==> src/rtl/ram_arb_pkg.sv <==
`default_nettype none
// ==========================================================================
// ram_arb_pkg : shared types and constants for the two-port RAM arbiter
// Rev 1.0
// ==========================================================================
package ram_arb_pkg;

  localparam int CMD_W  = 10;
  localparam int DATA_W = 8;

  localparam logic [1:0] OP_WR_ADDR = 2'b00;
  localparam logic [1:0] OP_WR_DATA = 2'b01;
  localparam logic [1:0] OP_RD_ADDR = 2'b10;
  localparam logic [1:0] OP_RD_DATA = 2'b11;

  typedef enum logic [1:0] {
    ST_IDLE    = 2'd0,
    ST_LOCKED  = 2'd1,
    ST_WAIT_RD = 2'd2
  } state_e;

endpackage : ram_arb_pkg
`default_nettype wire

==> src/rtl/ram_arb_rr_sel.sv <==
`default_nettype none
// ==========================================================================
// ram_arb_rr_sel : two-way round-robin pick, one-hot select from valids
// Rev 1.0
// ==========================================================================
module ram_arb_rr_sel (
  input  logic [1:0] valid_i,
  input  logic       last_i,   // 1: req1 was served last, so req0 has priority
  output logic [1:0] sel_o
);

  always_comb begin
    sel_o    = 2'b00;
    sel_o[0] = valid_i[0] & (~valid_i[1] | last_i);
    sel_o[1] = valid_i[1] & (~valid_i[0] | ~last_i);
  end

endmodule : ram_arb_rr_sel
`default_nettype wire

==> src/rtl/ram_arbiter.sv <==
`default_nettype none
// ==========================================================================
// ram_arbiter : two requesters sharing one single-port RAM with locking
// Optional forced lock release when ARB_TIMEOUT_EN is defined.  Rev 1.0
// ==========================================================================
module ram_arbiter
  import ram_arb_pkg::*;
#(
  parameter int LOCK_TIMEOUT = 64,
  parameter int CNT_W        = 7
) (
  input  logic              clk,
  input  logic              rst_n,
  input  logic [CMD_W-1:0]  req0_din,
  input  logic              req0_valid,
  output logic              req0_ready,
  output logic [DATA_W-1:0] req0_dout,
  output logic              req0_tx_valid,
  input  logic [CMD_W-1:0]  req1_din,
  input  logic              req1_valid,
  output logic              req1_ready,
  output logic [DATA_W-1:0] req1_dout,
  output logic              req1_tx_valid,
  output logic [CMD_W-1:0]  ram_din,
  output logic              ram_rx_valid,
  input  logic [DATA_W-1:0] ram_dout,
  input  logic              ram_tx_valid,
  output logic [1:0]        grant,
  output logic              timeout_err
);

  state_e              state_q, state_d;
  logic                owner_q, owner_d;
  logic                last_q, last_d;
  logic [CMD_W-1:0]    ram_din_q, ram_din_d;
  logic                ram_rx_valid_q, ram_rx_valid_d;
  logic [DATA_W-1:0]   dout0_q, dout0_d, dout1_q, dout1_d;
  logic                tx0_q, tx0_d, tx1_q, tx1_d;
  logic [1:0]          rr_sel;
  logic                acc0, acc1, acc, acc_id, rd_done;
  logic [CMD_W-1:0]    acc_word;

  // Counter must be able to represent LOCK_TIMEOUT; an empty block marks the check.
  if (2**CNT_W <= LOCK_TIMEOUT) begin : g_cnt_w_too_small
  end

  ram_arb_rr_sel u_rr_sel (
    .valid_i ({req1_valid, req0_valid}),
    .last_i  (last_q),
    .sel_o   (rr_sel)
  );

  always_comb begin
    state_d        = state_q;
    owner_d        = owner_q;
    last_d         = last_q;
    ram_din_d      = ram_din_q;
    ram_rx_valid_d = 1'b0;
    dout0_d        = dout0_q;
    dout1_d        = dout1_q;
    tx0_d          = 1'b0;
    tx1_d          = 1'b0;
    req0_ready     = 1'b0;
    req1_ready     = 1'b0;

    case (state_q)
      ST_IDLE: begin
        req0_ready = rr_sel[0];
        req1_ready = rr_sel[1];
      end
      ST_LOCKED: begin
        req0_ready = ~owner_q;
        req1_ready = owner_q;
      end
      default: ;
    endcase

    acc0     = req0_valid & req0_ready;
    acc1     = req1_valid & req1_ready;
    acc      = acc0 | acc1;
    acc_id   = acc1;
    acc_word = acc1 ? req1_din : req0_din;
    rd_done  = (state_q == ST_WAIT_RD) & ram_tx_valid;

    if (acc) begin
      ram_din_d      = acc_word;
      ram_rx_valid_d = 1'b1;
      owner_d        = acc_id;
      case (acc_word[9:8])
        OP_WR_ADDR, OP_RD_ADDR: state_d = ST_LOCKED;
        OP_RD_DATA:             state_d = ST_WAIT_RD;
        default: begin
          state_d = ST_IDLE;
          last_d  = acc_id;
        end
      endcase
    end else if (rd_done) begin
      state_d = ST_IDLE;
      last_d  = owner_q;
      if (owner_q) begin
        dout1_d = ram_dout;
        tx1_d   = 1'b1;
      end else begin
        dout0_d = ram_dout;
        tx0_d   = 1'b1;
      end
    end
  end

`ifdef ARB_TIMEOUT_EN
  logic [CNT_W-1:0] cnt_q, cnt_d;
  logic             err_q, err_d;
  state_e           state_nxt;
  logic             last_nxt;

  // Idle-hold timer overrides the normal next state only when nothing progressed.
  always_comb begin
    cnt_d     = '0;
    err_d     = 1'b0;
    state_nxt = state_d;
    last_nxt  = last_d;
    if (state_q != ST_IDLE && !acc && !rd_done) begin
      if (cnt_q == CNT_W'(LOCK_TIMEOUT - 1)) begin
        state_nxt = ST_IDLE;
        last_nxt  = owner_q;
        err_d     = 1'b1;
      end else begin
        cnt_d = cnt_q + CNT_W'(1);
      end
    end
  end

  always_ff @(posedge clk or negedge rst_n) begin
    if (!rst_n) begin
      cnt_q <= '0;
      err_q <= 1'b0;
    end else begin
      cnt_q <= cnt_d;
      err_q <= err_d;
    end
  end

  assign timeout_err = err_q;
`else
  state_e state_nxt;
  logic   last_nxt;

  assign state_nxt   = state_d;
  assign last_nxt    = last_d;
  assign timeout_err = 1'b0;
`endif

  always_ff @(posedge clk or negedge rst_n) begin
    if (!rst_n) begin
      state_q        <= ST_IDLE;
      owner_q        <= 1'b0;
      last_q         <= 1'b1;
      ram_din_q      <= '0;
      ram_rx_valid_q <= 1'b0;
      dout0_q        <= '0;
      dout1_q        <= '0;
      tx0_q          <= 1'b0;
      tx1_q          <= 1'b0;
    end else begin
      state_q        <= state_nxt;
      owner_q        <= owner_d;
      last_q         <= last_nxt;
      ram_din_q      <= ram_din_d;
      ram_rx_valid_q <= ram_rx_valid_d;
      dout0_q        <= dout0_d;
      dout1_q        <= dout1_d;
      tx0_q          <= tx0_d;
      tx1_q          <= tx1_d;
    end
  end

  assign ram_din       = ram_din_q;
  assign ram_rx_valid  = ram_rx_valid_q;
  assign req0_dout     = dout0_q;
  assign req1_dout     = dout1_q;
  assign req0_tx_valid = tx0_q;
  assign req1_tx_valid = tx1_q;
  assign grant         = (state_q == ST_IDLE) ? 2'b00 : (owner_q ? 2'b10 : 2'b01);

endmodule : ram_arbiter
`default_nettype wire

==> config.mk <==
export PLATFORM = sky130hd
export DESIGN_NAME = ram_arbiter
export DESIGN_NICKNAME = d
export VERILOG_FILES = /design/src/rtl/ram_arb_pkg.sv /design/src/rtl/ram_arb_rr_sel.sv /design/src/rtl/ram_arbiter.sv
export SDC_FILE = /design/constraint.sdc
export NUM_CORES = 1
export LEC_CHECK = 0
export ABC_AREA = 0
export CORE_ASPECT_RATIO = 0.5
export CORE_MARGIN = 2
export CORE_UTILIZATION = 45
export DETAILED_ROUTE_END_ITERATION = 16
export GPL_ROUTABILITY_DRIVEN = 0
export PLACE_DENSITY_LB_ADDON = 0.08
export SLEW_MARGIN = 40
export SYNTH_ARGS = -nofsm -noshare
export SYNTH_HDL_FRONTEND = slang
export SYNTH_SLANG_ARGS = --single-unit
==> constraint.sdc <==
create_clock -name clk -period 2.8 [get_ports clk]
set_clock_uncertainty 0.2 [all_clocks]
set_input_delay 0.56 -clock clk [delete_from_list [all_inputs] [get_ports clk]]
set_output_delay 0.56 -clock clk [all_outputs]
set_load 0.02 [all_outputs]
=== Word level (Yosys, flattened, before mapping) ===
Cells that the tools add are included.

* Flip-flop bits (word level): 33
* Bits of input ports: 33

* Equal/unequal tests: 5
* Mux-type cells: 18
* Bitwise operators: 13
* Reduce and logical (&&, ||, !) cells: 8

{| class="wikitable"
|+ Operators with widths
! operator !! number
|-
| $mux W1 || 10
|-
| $mux W10 || 1
|-
| $mux W2 || 4
|-
| $eq A2 B2 Y1 const B || 3
|-
| $reduce_and A3 Y1 || 2
|-
| $and A1 B1 Y1 || 5
|-
| $not A1 Y1 || 5
|-
| $logic_not A2 Y1 || 2
|-
| $pmux W1 S2 || 2
|-
| $pmux W2 S2 || 1
|-
| $or A1 B1 Y1 || 3
|-
| $reduce_or A3 Y1 || 1
|-
| $eq A2 B1 Y1 const B || 1
|-
| $ne A2 B2 Y1 const B || 1
|-
| $reduce_and A2 Y1 || 1
|-
| $reduce_bool A2 Y1 || 1
|-
| $reduce_or A2 Y1 || 1
|}

=== Logic depth before layout (Yosys ltp) ===
* Depth after elaboration: 10
* Gate-level depth with buffers: 7
* Gate-level depth less buffers: 5

=== Hierarchy ===
Synthesis repeated with hierarchy kept, for this count alone.

* Cells, all modules: 133
* Area, all modules: 1488.9 µm²

{| class="wikitable"
|+ Modules (own cells, without submodules)
! module !! instances !! cells an instance !! area each (µm²) !! seq. area each (µm²)
|-
| ram_arbiter || 1 || 130 || 1470.2 || 827.0
|-
| ram_arb_rr_sel || 1 || 3 || 18.8 || 0.0
|}

=== Worst setup path after synthesis ===
Ideal clock, no wire load.

* Path type: input to output
* Start point: input req0_valid
* End point: output req1_ready
* Arrival time: 1083 ps
* Path slack: 957 ps
* Cell stages on the path: 3
* Cell sequence: nand2_2 nand3b_1 a21oi_1

* Word-level cells in the longest chain between the ends: 4

{| class="wikitable"
|+ Ends and longest elaborated chain
! item !! line !! RTL
|-
| start: declaration || ram_arbiter.sv:15 || <nowiki>input logic req0_valid,</nowiki>
|-
| $not A1 Y1 || ram_arb_rr_sel.sv:15 || <nowiki>sel_o[1] = valid_i[1] & (~valid_i[0] | ~last_i);</nowiki>
|-
| $or A1 B1 Y1 || ram_arb_rr_sel.sv:15 ||
|-
| $and A1 B1 Y1 || ram_arb_rr_sel.sv:15 ||
|-
| $pmux W1 S2 || ram_arbiter.sv:66 || <nowiki>case (state_q)</nowiki>
|-
| end: declaration || ram_arbiter.sv:21 || <nowiki>output logic req1_ready,</nowiki>
|}

No other way between the ends.

=== Final worst setup path ===
* Start point: input req1_valid
* End point: output req0_ready

* Word-level cells in the longest chain between the ends: 4

{| class="wikitable"
|+ Ends and longest elaborated chain
! item !! line !! RTL
|-
| start: declaration || ram_arbiter.sv:20 || <nowiki>input logic req1_valid,</nowiki>
|-
| $not A1 Y1 || ram_arb_rr_sel.sv:14 || <nowiki>sel_o[0] = valid_i[0] & (~valid_i[1] | last_i);</nowiki>
|-
| $or A1 B1 Y1 || ram_arb_rr_sel.sv:14 ||
|-
| $and A1 B1 Y1 || ram_arb_rr_sel.sv:14 ||
|-
| $pmux W1 S2 || ram_arbiter.sv:66 ||
|-
| end: declaration || ram_arbiter.sv:16 || <nowiki>output logic req0_ready,</nowiki>
|}

No other way between the ends.

==> results.cfg <==
[run_status]
status = complete, no violations

[cts]
cts_buffers = 5
cts_max_path_buffers = 2
htreeDepth = 2
clockRootBuffer = clkbuf_8
postCtsResizedCells = 0
post-cts-setup-buffers = 0
tritoncts = built
clkSinkCount = 33
clkLatencyLatePin_ns = 0.28
hold_buffers = 0
path_clk_slew_ns = 0.07

[drt]
via_per_inst = 4.98
post-route-drc-count = 0
antenna_left = 0
first_pass_iters = 4
routedWlPerCell_um = 14.8
first_iter_violations = 8
via_count = 1180
totalWireLength_mm = 3.50

[critical_path]
end_kind = output pin
rr_startpoint = last_q
start_kind = primary input
r2r_setup_slack_ns = 0.87
crit_required_ns = 2.04
reg2reg_depth = 6
reg2reg_to = ram_din[6]
critPathMaxStageDelay_ns = 0.62
slowest_stage = clkdlybuf4s50_1
crit_type = primary input to output pin
path_cells = clkdlybuf4s50_1 -> nand2b_1 -> nand3b_1 -> a21oi_1 -> clkdlybuf4s50_1
worstPathMaxFanout = 3
crit_top_cell = clkdlybuf4s50_1
crit_arrival_ns = 1.95

[placement]
port-buffer-count = 65
hpwl_mm = 2.65

[synth]
ys_seq_elements = 33
synth_cell_types = 33
synth_fp_nets = 157
synth-seq-area-share_pct = 53.5
syn-instance-count = 124
synth_area_mm2 = 0.00155
ys.warnings.count = 0
synth_top_area_cell = dfrtp_1
syn_avg_cell_area_um2 = 12.5
synth.area.top_cells = dfrtp_1 (52%), mux2_2 (8.7%), mux2i_1 (7.1%)
synth_top_area_share_pct = 51.8

[global_routing]
grt_pass1_wl_mm = 5.57
grt_pass1_vias = 1190
grt_max_degree = 34
overflow = 0
antenna_found_initial = 0
grt_use_total_pct = 19.3

[power]
combPwrFrac_pct = 50.8
power_frac_seq_pct = 31.9
power.switching_mw = 1.02
p_clk_share_pct = 17.3
power_leakage_nw = 1.04
cellPowerDensity_mw_per_mm2 = 1160
swShare_pct = 37.4
vdd_ir_drop_max_mv = 0.649
power.internal_mw = 1.71

[floorplan]
core_area_mm2 = 0.00314
io_pins = 67
rows = 14
start_util_pct = 49.3
die_w_um = 86.9
die_area_mm2 = 0.00395
die_h_um = 45.5

[timing]
setup_violations = 0
period_share_pct = 96.8
fin_crit_ns = 2.71
fmax_ghz = 0.369
fin_setup_tns_ns = 0
slew_violations = 0
rsz0062_at_grt = false
hold_viol = 0

[run]
maxCapViolations = 0

[final_layout]
drive_gt1_share_pct = 19.8
nets = 229
syn2layout_area_growth_pct = 52.0
fin_util_pct = 75.0
n_antenna_cell = 0
fillCellCount = 213

[hold_path]
holdPathStages = 2
worstHoldEndpoint = ram_din[6]
worstHoldStart = ram_din[6]
hp-class = flop to flop
-- state kept, by name (all words and copies together), names as in the netlist --
register,cells
req1_dout,8
state_q,2
ram_din,10
last_q,1
req0_tx_valid,1
owner_q,1
ram_rx_valid,1
req0_dout,8
req1_tx_valid,1
-- cell usage after synthesis, drive strengths merged --
cell type	n
mux2i	11
buf	6
a21oi	3
o21ai	9
mux2	18
inv	3
dfrtp	32
nor2b	3
nor3	1
and3b	1
a211oi	1
conb	1
a21boi	2
and2b	1
dfstp	1
nand2	15
nand2b	2
or2	1
o22ai	1
nand3b	2
and3	1
o2111ai	1
o221ai	1
nor2	6
a2111oi	1
-- logic make-up (layout without fill, tap and decap cells) --
group,Yosys count,in the layout,share of synthesized area (%)
DFF,33,33,53.5
and+or+nand+nor,33,33,11.7
muxes,29,29,20.2
AOI/OAI and AO/OA,19,19,9.63
buffers and inverters,9,82,4.69
other,1,1,0.242
-- layer usage --
metal / up-vias / GRT usage, % / wire length, um / share of wire, %
met5: - / 0 / 0 / 0
met4: 0 / 5.63 / 18 / 0.51
met3: 2 / 10.5 / 284 / 8.1
met2: 37 / 32.4 / 1700 / 49
met1: 571 / 21.8 / 1490 / 43
li1: 570 / - / - / -
-- metrics by stage --
| stage | cells | hold slack, ns | worst slack (ns) | area, um2 | power (mW) |
|---|---|---|---|---|---|
| 2_1_floorplan | 124 | 0.0644 | 0.957 | 1550 | 1.69 |
| 3_3_place_gp | 229 | 0.267 | 0.134 | 2230 | 2.24 |
| 3_5_place_dp | 229 | 0.274 | 0.0997 | 2230 | 2.28 |
| 4_1_cts | 237 | 0.294 | 0.0888 | 2350 | 2.76 |
| 5_1_grt | 237 | 0.320 | 0.0227 | 2350 | 2.88 |
| 6_report | 237 | 0.290 | 0.0892 | 2350 | 2.73 |
-- power groups by stage --
stage	Combinational, mW	Sequential (mW)	Clock [mW]
after detailed placement	1.40	0.881	0
after CTS	1.41	0.872	0.480
after global placement	1.37	0.865	0
after global routing	1.48	0.901	0.504
final	1.39	0.872	0.471
after floorplan	0.618	1.07	0
-- layout make-up --
cell class | instances | area [um2] | area share [%]
Timing Repair Buffer | 71 | 696 | 29.6
Inverter | 3 | 11.3 | 0.479
Multi-Input combinational cell | 82 | 647 | 27.5
Sequential cell | 33 | 827 | 35.2
Tap cell | 40 | 50.0 | 2.13
Clock inverter | 2 | 37.5 | 1.60
Clock buffer | 6 | 82.6 | 3.51
-- worst max-delay path: cells and delay by family --
family / cells / cell delay, ns
buf+inv: 2 / 1.07
simple gates: 2 / 0.17
compound gates: 1 / 0.15
-- worst max-delay path by stage --
| stage | startpoint | endpoint | slack (ns) | cells after the start |
|---|---|---|---|---|
| finish | req1_valid | req0_ready | 0.09 | 5 |
| global route | req1_valid | req0_ready | 0.02 | 5 |
| CTS | req0_valid | req1_ready | 0.09 | 5 |
| detailed placement | req0_valid | req1_ready | 0.1 | 5 |
| global placement | req0_valid | req0_ready | 0.13 | 4 |
| floorplan | req0_valid | req1_ready | 0.96 | 3 |
-- layout by cell type, fill, tap and decap left out, drive strengths merged, types with 6 or more instances in the layout --
master         Yosys  final
o21ai              9      9
clkdlybuf4s50      0     65
buf                6      6
nand2             15     15
mux2i             11     11
mux2              18     18
dfrtp             32     32
nor2               6      6
clkbuf             0      6
Note: power is estimated with default switching activity, not from simulation.
